--- src/rtl/qs_deque_if.sv ---
// Command/response bundle for qs_deque: one command strobe in, registered
// pop result, occupancy and status out.
interface qs_deque_if #(
  parameter int DATA_W = 8,
  parameter int DEPTH  = 16
);
  localparam int CNT_W = $clog2(DEPTH) + 1;

  logic              in_valid;
  logic [DATA_W-1:0] in_data;
  logic [1:0]        action;
  logic              out_valid;
  logic [DATA_W-1:0] out_data;
  logic [CNT_W-1:0]  count;
  logic              full;
  logic              empty;
  logic              err;

  modport master (
    output in_valid, in_data, action,
    input  out_valid, out_data, count, full, empty, err
  );

  modport slave (
    input  in_valid, in_data, action,
    output out_valid, out_data, count, full, empty, err
  );
endinterface

--- src/rtl/qs_deque.sv ---
// Circular-buffer double-ended queue: push at tail, pop oldest (head) or
// newest (tail-1), flush. All outputs registered, one command per cycle.
module qs_deque #(
  parameter int DATA_W = 8,
  parameter int DEPTH  = 16
) (
  input logic        clk,
  input logic        rst_n,
  qs_deque_if.slave  bus
);
  localparam int PTR_W = $clog2(DEPTH);
  localparam int CNT_W = $clog2(DEPTH) + 1;

  localparam logic [1:0] ACT_PUSH      = 2'b00;
  localparam logic [1:0] ACT_POP_FRONT = 2'b01;
  localparam logic [1:0] ACT_POP_BACK  = 2'b10;

  logic [DATA_W-1:0] mem [DEPTH];

  logic [PTR_W-1:0]  head, tail, head_nxt, tail_nxt;
  logic [CNT_W-1:0]  count_q, count_nxt;
  logic              full_q, empty_q;
  logic              out_valid_q, out_valid_nxt;
  logic [DATA_W-1:0] out_data_q, out_data_nxt;
  logic              err_q, err_nxt;
  logic              do_push;

  always_comb begin
    head_nxt      = head;
    tail_nxt      = tail;
    count_nxt     = count_q;
    out_valid_nxt = 1'b0;
    out_data_nxt  = '0;
    err_nxt       = 1'b0;
    do_push       = 1'b0;
    if (bus.in_valid) begin
      case (bus.action)
        ACT_PUSH: begin
          if (full_q) begin
            err_nxt = 1'b1;
          end else begin
            do_push   = 1'b1;
            tail_nxt  = tail + PTR_W'(1);
            count_nxt = count_q + CNT_W'(1);
          end
        end
        ACT_POP_FRONT: begin
          if (empty_q) begin
            err_nxt = 1'b1;
          end else begin
            out_valid_nxt = 1'b1;
            out_data_nxt  = mem[head];
            head_nxt      = head + PTR_W'(1);
            count_nxt     = count_q - CNT_W'(1);
          end
        end
        ACT_POP_BACK: begin
          if (empty_q) begin
            err_nxt = 1'b1;
          end else begin
            // with one entry tail-1 == head, so both pop ends agree
            out_valid_nxt = 1'b1;
            out_data_nxt  = mem[tail - PTR_W'(1)];
            tail_nxt      = tail - PTR_W'(1);
            count_nxt     = count_q - CNT_W'(1);
          end
        end
        default: begin
          head_nxt  = '0;
          tail_nxt  = '0;
          count_nxt = '0;
        end
      endcase
    end
  end

  // storage is deliberately left out of reset
  always_ff @(posedge clk) begin
    if (do_push) begin
      mem[tail] <= bus.in_data;
    end
  end

  always_ff @(posedge clk or negedge rst_n) begin
    if (!rst_n) begin
      head        <= '0;
      tail        <= '0;
      count_q     <= '0;
      full_q      <= 1'b0;
      empty_q     <= 1'b1;
      out_valid_q <= 1'b0;
      out_data_q  <= '0;
      err_q       <= 1'b0;
    end else begin
      head        <= head_nxt;
      tail        <= tail_nxt;
      count_q     <= count_nxt;
      full_q      <= (count_nxt == CNT_W'(DEPTH));
      empty_q     <= (count_nxt == '0);
      out_valid_q <= out_valid_nxt;
      out_data_q  <= out_data_nxt;
      err_q       <= err_nxt;
    end
  end

  assign bus.out_valid = out_valid_q;
  assign bus.out_data  = out_data_q;
  assign bus.count     = count_q;
  assign bus.full      = full_q;
  assign bus.empty     = empty_q;
  assign bus.err       = err_q;
endmodule

--- src/flat_wrapper.sv ---
// flat-port wrapper written by rule: the top's interface ports become plain ports
module qs_deque_flat 
#(
  parameter int DATA_W = 8,
  parameter int DEPTH  = 16
)
  (clk, rst_n, bus_in_valid, bus_in_data, bus_action, bus_out_valid, bus_out_data, bus_count, bus_full, bus_empty, bus_err);
  qs_deque_if #(.DATA_W(DATA_W), .DEPTH(DEPTH)) bus_i ();
  input logic clk;
  input logic rst_n;
  input wire logic [$bits(bus_i.in_valid)-1:0] bus_in_valid;
  input wire logic [$bits(bus_i.in_data)-1:0] bus_in_data;
  input wire logic [$bits(bus_i.action)-1:0] bus_action;
  output wire logic [$bits(bus_i.out_valid)-1:0] bus_out_valid;
  output wire logic [$bits(bus_i.out_data)-1:0] bus_out_data;
  output wire logic [$bits(bus_i.count)-1:0] bus_count;
  output wire logic [$bits(bus_i.full)-1:0] bus_full;
  output wire logic [$bits(bus_i.empty)-1:0] bus_empty;
  output wire logic [$bits(bus_i.err)-1:0] bus_err;
  assign bus_i.in_valid = bus_in_valid;
  assign bus_i.in_data = bus_in_data;
  assign bus_i.action = bus_action;
  assign bus_out_valid = bus_i.out_valid;
  assign bus_out_data = bus_i.out_data;
  assign bus_count = bus_i.count;
  assign bus_full = bus_i.full;
  assign bus_empty = bus_i.empty;
  assign bus_err = bus_i.err;
  qs_deque #(.DATA_W(DATA_W), .DEPTH(DEPTH)) u_core (.clk(clk), .rst_n(rst_n), .bus(bus_i));
endmodule
--- config.mk ---
export PLATFORM = sky130hd
export DESIGN_NAME = qs_deque_flat
export DESIGN_NICKNAME = d
export VERILOG_FILES = /design/src/rtl/qs_deque_if.sv /design/src/rtl/qs_deque.sv /design/src/flat_wrapper.sv
export SDC_FILE = /design/constraint.sdc
export NUM_CORES = 1
export LEC_CHECK = 0
export BUFFER_PORTS_ARGS = -buffer_cell sky130_fd_sc_hd__buf_4
export CAP_MARGIN = 20
export CORE_MARGIN = 4
export CORE_UTILIZATION = 40
export DETAILED_ROUTE_END_ITERATION = 6
export PLACE_DENSITY = 0.6
export SLEW_MARGIN = 10
export SYNTH_ARGS = -nofsm -noshare
export SYNTH_HDL_FRONTEND = slang
export SYNTH_SLANG_ARGS = --single-unit
export TNS_END_PERCENT = 5
--- constraint.sdc ---
create_clock -name clk -period 3.1 [get_ports clk]
set_input_delay 0.775 -clock clk [delete_from_list [all_inputs] [get_ports clk]]
set_output_delay 0.775 -clock clk [all_outputs]
set_load 0.02 [all_outputs]
# After elaboration in Yosys (flattened, before gate mapping)
# Memory sizes are Yosys's and may differ from the RTL's.
# Index checks and enable logic that the tools add are counted.
[totals]
register_bits = 25
latch_bits = 0
mem_bits_rw = 128
mem_bits_ro = 0
inputBits = 13
out_inout_bits = 17
elab_cells = 53
memories = 1
[op_classes]
n_addsub = 5
mul = 0
div = 0
magnitude_cmp = 0
n_eq_ne = 6
shift = 0
mux = 25
bitwise_logic = 2
n_reduce_logical = 6
[mem_list]
columns = ["memory", "depth", "width", "read_ports", "rd_clocked_by_memory_dff", "write_ports", "line_no", "rtl"]
rows = [
  ["u_core.mem", 16, 8, 2, 0, 1, "qs_deque.sv:18", "logic [DATA_W-1:0] mem [DEPTH];"],
]
[ops]
columns = ["cell", "count"]
rows = [
  ["8-bit two-way mux", 3],
  ["8-bit one-hot mux with 2 select lines", 1],
  ["5-bit two-way mux", 3],
  ["4-bit two-way mux", 3],
  ["4-bit one-hot mux with 3 select lines", 1],
  ["1-bit two-way mux", 11],
  ["5-bit one-hot mux with 2 select lines", 1],
  ["4-bit by 1-bit adder with 4-bit output (second input constant)", 2],
  ["4-bit one-hot mux with 2 select lines", 1],
  ["2-bit != test (second input constant)", 3],
  ["5-bit by 1-bit adder with 5-bit output (second input constant)", 1],
  ["5-bit equality test (second input constant)", 1],
  ["5-bit zero test", 1],
  ["5-bit by 1-bit subtractor with 5-bit output (second input constant)", 1],
  ["4-bit AND reduction", 1],
  ["2-bit OR reduction", 2],
  ["4-bit by 1-bit subtractor with 4-bit output (second input constant)", 1],
  ["3-bit AND reduction", 1],
  ["2-bit by 1-bit equality test with 1-bit output (second input constant)", 1],
  ["2-bit equality test (second input constant)", 1],
  ["2-bit zero test", 1],
  ["1-bit inverter", 2],
  ["1-bit one-hot mux with 2 select lines", 1],
]

# Longest topological paths before layout
[logic_depth]
word_depth = 5
mapped_depth = 9

# Worst setup path after synthesis
# OpenSTA, ideal clock, no wires.
[synth_path]
path_type = "input-to-reg"
start = "in bus_action[0]"
end = "mem u_core.mem[0][0] (enable)"
setup_ns = 0.383
arrival_ns = 2.258
slack_ns = 0.458
path_stages = 7
n_path_buf = 1
cell_sequence = "inv_1 > ha_1 > clkbuf_1 > nand2_1 > nor2_1 > nand2_1 > nor3_1"
[synth_via]
elab_chain_len = 5
[synth_lines]
columns = ["item", "line_no", "rtl"]
rows = [
  ["from (decl)", "flat_wrapper.sv:13", "input wire logic [$bits(bus_i.action)-1:0] bus_action;"],
  ["2-bit zero test", "qs_deque.sv:37", "case (bus.action)"],
  ["1-bit two-way mux", "qs_deque.sv:37", ""],
  ["1-bit two-way mux", "qs_deque.sv:36", "if (bus.in_valid) begin"],
  ["1-bit two-way mux", "qs_deque.sv:79", "if (do_push) begin"],
  ["1-bit two-way mux (not written as such)", "qs_deque.sv:80", "mem[tail] <= bus.in_data;"],
  ["to (decl)", "qs_deque.sv:18", ""],
]
# Every way passes these cells.

# Worst setup path in the final report
[layout_path]
start = "in bus_action[0]"
end = "mem u_core.mem[9][7] (enable)"
# The elaborated chain is that of the path after synthesis.

==> metrics list <==
- Global-route wire length before repair: 26500 µm
- When the netlist entered floorplanning its net count stood at roughly 470.
- The die covers 0.0208 mm².
- Setup TNS: 0 ps
* Reg-to-reg slack, setup: 800 ps
- 1st-iter DRT viols: 387
- Summed instance area of the synthesized netlist: between 0.007 and 0.008 mm²
- Rel. slew slack: 0.485
- Proportion of register bits with asynchronous set or reset after synthesis: 0.163
- Counting flops and latches in the post-synthesis netlist gives roughly 150.
* Clk Latency, worst-skew pair: around 430 ps
- Counting the fill cells in the layout gives 1524.
- Most common cell after layout, fill and taps aside: edfxtp_1
- The number of cells on the worst reg-to-reg path is 6.
* Total Nets Final: 520
- EDFF count, synth: 128
* Average wire per standard cell: 23.7 µm
- The via count of the first global-routing pass came to 4480.
* Clock-pin slew reported for the worst setup and hold paths after clock tree synthesis: 60 ps
- Max Clock Skew: approximately 14 ps
* CP Data Required Time: 3230 ps
- The number of buffers and inverters on the critical path is 3.
* Final-report setup violation count: 0
- TritonCTS built the clock tree.
* Worst Setup Start Kind: primary input
- Result of the run: complete, no violations
- Relative to the synthesized area, the layout overhead comes to 15.3%.
- Leakage power figure: 2.94 nW
* Deepest level of the CTS H-tree: 4
* Core Area: 0.0181 mm²
- Final Core Density: 0.473
- Worst reg2reg endpoint: u_core.bus.out_data[4]
- TritonCTS Buffers: 17
- Setup repair after global routing missed its margin: no
- The number of antenna violations at the first check in global routing is 0.
* Cells along the critical path: buf_4, inv_1, ha_1, nand2_1, nor2_1, nand2_1, nor2_1, buf_4
- The largest individual stage delay along the critical path comes from the cell ha_1.
- At the pin with the least slew margin, the transition time is 770 ps.
- For this run, design rule violations remaining after detail routing come to 0.
* Final clock period utilization by the worst path: 0.750
- For this run, the top clock speed supported by timing is 430 MHz.
* CTS Sinks: 153
- Detailed placement finished with a half-perimeter wire length of 11900 µm.
* Number of cell rows: 49
- The number of antenna diodes in the final layout is 0.
- Crit path depth: 8
- Pin count of the biggest net entering global routing: 38
* Number of nets still failing antenna checks after routing: 0
- The worst register-to-register path begins at u_core.tail[1].
- Hold Path Class: in2async
* Residual overflow from global routing: 0
- PortBufs: 29
- Placer's final routability congestion estimate: about 0.84
- Effective utilization at floorplan: 0.410
- The library cells used most frequently in the layout, excluding fill and tap cells, are 128 x edfxtp_1, 62 x mux4_2, 57 x buf_4, 24 x nand2_1.
- Pre-antenna DRT Iters: 5
* I/O Pins: 30
- In this design, the stage delay of the slowest critical-path cell is 370 ps.
- Power per Cell Area: 761 mW/mm²
* Cells after Synth: 448
- Post-synthesis cell type count: 49
- Avg Cell Area, Syn: 16.6 µm²
- Hold violation total from the final report: 0
- CTS max path bufs: 2
- In this design, the largest share of critical-path delay is due to simple AND/OR/NAND/NOR gates.
- The share of the Yosys chip area taken by registers is 0.601.
* Final Slew Violations: 0
- The die is 144 µm wide.
- Aggregate routed wire length: 17500 µm
- Detailed-route via count: 4435
- Max-cap viol count: 0
- Most common flop cell mapped by yosys: edfxtp_1
- Critical path capture point type: flip-flop
- Dividing the detail-routed via count by the number of cells gives 6.01.
- Number of buffers inserted for hold repair after clock tree synthesis: 0
- Post-CTS timing repair inserted 0 buffers for setup.
- Share of final-layout standard cells stronger than drive strength 1: 0.320
* Largest vdd supply drop: 0.558 mV
* Final critical-path required period: roughly 2300 ps
- The critical path in this run is classified as in2reg.
- Warnings, synthesis: 0
* Origin of the worst setup path: bus_action[0]
- Across every metal layer, demand over resource in global routing totals 0.176.
- Post_cts resized: 0
* Die boundary height: 144 µm
- In this run the clock root is driven by a clkbuf_16.
- Arrival time worst endpoint: 2460 ps
* Endpoint of the most critical setup path: u_core.mem[9][7]
- CP max FO: 12
[logic make-up (layout without fill, tap and decap cells)]
family,after synthesis,count (layout),share of synthesized area
AO/OA/AOI/OAI,64,64,0.0619
XOR/XNOR,4,4,0.00723
adder cells (fa/ha/maj),11,11,0.0185
buffers and inverters,42,103,0.0308
flip-flops,153,153,0.601
multiplexers,84,84,0.218
AND/OR/NAND/NOR,90,90,0.0626
[through the flow]
| step | cells | power (mW) | cell area, µm² | hold slack, ps | worst slack, ps |
|---|---|---|---|---|---|
| floorplan | 448 | 4.04 | 7440 | 479 | 458 |
| global placement | 706 | 4.59 | 8020 | 574 | 374 |
| detailed placement | 706 | 4.61 | 8020 | 572 | 315 |
| CTS | 738 | 6.59 | 8580 | 250 | 761 |
| global route | 738 | 6.81 | 8580 | 264 | 555 |
| finish | 738 | 6.52 | 8580 | 260 | 775 |
[cells in the mapped netlist, drive strengths merged, types with 10 or more instances]
cell type / number / area [µm²]
nor3: 11 / 77.6
nand2: 24 / 90.1
mux2i: 17 / 170
o21ai: 10 / 50.1
clkbuf: 12 / 45.0
ha: 11 / 138
buf: 18 / 136
edfxtp: 128 / 3840
nor2: 22 / 82.6
mux4: 62 / 1400
a22oi: 17 / 128
dfrtp: 24 / 601
inv: 12 / 47.6
[flip-flops by register name, summed over array words and instances, names as in the netlist]
name and count:
u_core.bus.count 5, u_core.tail 4, u_core.bus.out_valid 1, u_core.bus.err 1, u_core.head 4, u_core.bus.empty 1, u_core.bus.full 1, u_core.bus.out_data 8
u_core.mem 128
[layer usage]
metal	vias to the layer above	wire length [µm]	share of wire	GRT usage
met4	0	300	0.017	0.0535
met3	22	1130	0.065	0.0476
met2	167	8590	0.49	0.283
met5	-	0	0	0
li1	1919	-	-	-
met1	2327	7440	0.43	0.236
[worst min path at each step]
| stage | start | to | slack [ps] | depth (start not counted) |
|---|---|---|---|---|
| floorplan | rst_n | u_core.bus.count[0] | 480 | 0 |
| finish | rst_n | u_core.bus.count[2] | 260 | 1 |
| global route | rst_n | u_core.bus.count[1] | 260 | 1 |
| CTS | rst_n | u_core.bus.count[2] | 250 | 1 |
| detailed placement | u_core.bus.count[4] | u_core.bus.count[4] | 570 | 1 |
| global placement | u_core.bus.count[4] | u_core.bus.count[4] | 570 | 1 |
[power breakdown]
group	internal (mW)	switching [mW]	leakage [nW]	total (mW)
Sequential	2.35	0.169	1.48	2.52
Combinational	0.966	1.07	1.19	2.04
Clock	1.17	0.787	0.272	1.96
Total	4.49	2.03	2.94	6.52
[layout make-up]
| type | instances | area (µm²) | area share |
|---|---|---|---|
| Sequential cell | 153 | 4470 | 0.522 |
| Inverter | 12 | 47.5 | 0.00554 |
| Multi-Input combinational cell | 253 | 2740 | 0.319 |
| Timing Repair Buffer | 59 | 468 | 0.0546 |
| Clock inverter | 13 | 129 | 0.0150 |
| Tap cell | 229 | 287 | 0.0334 |
| Clock buffer | 19 | 433 | 0.0505 |
Note: power is estimated with default switching activity, not from simulation.
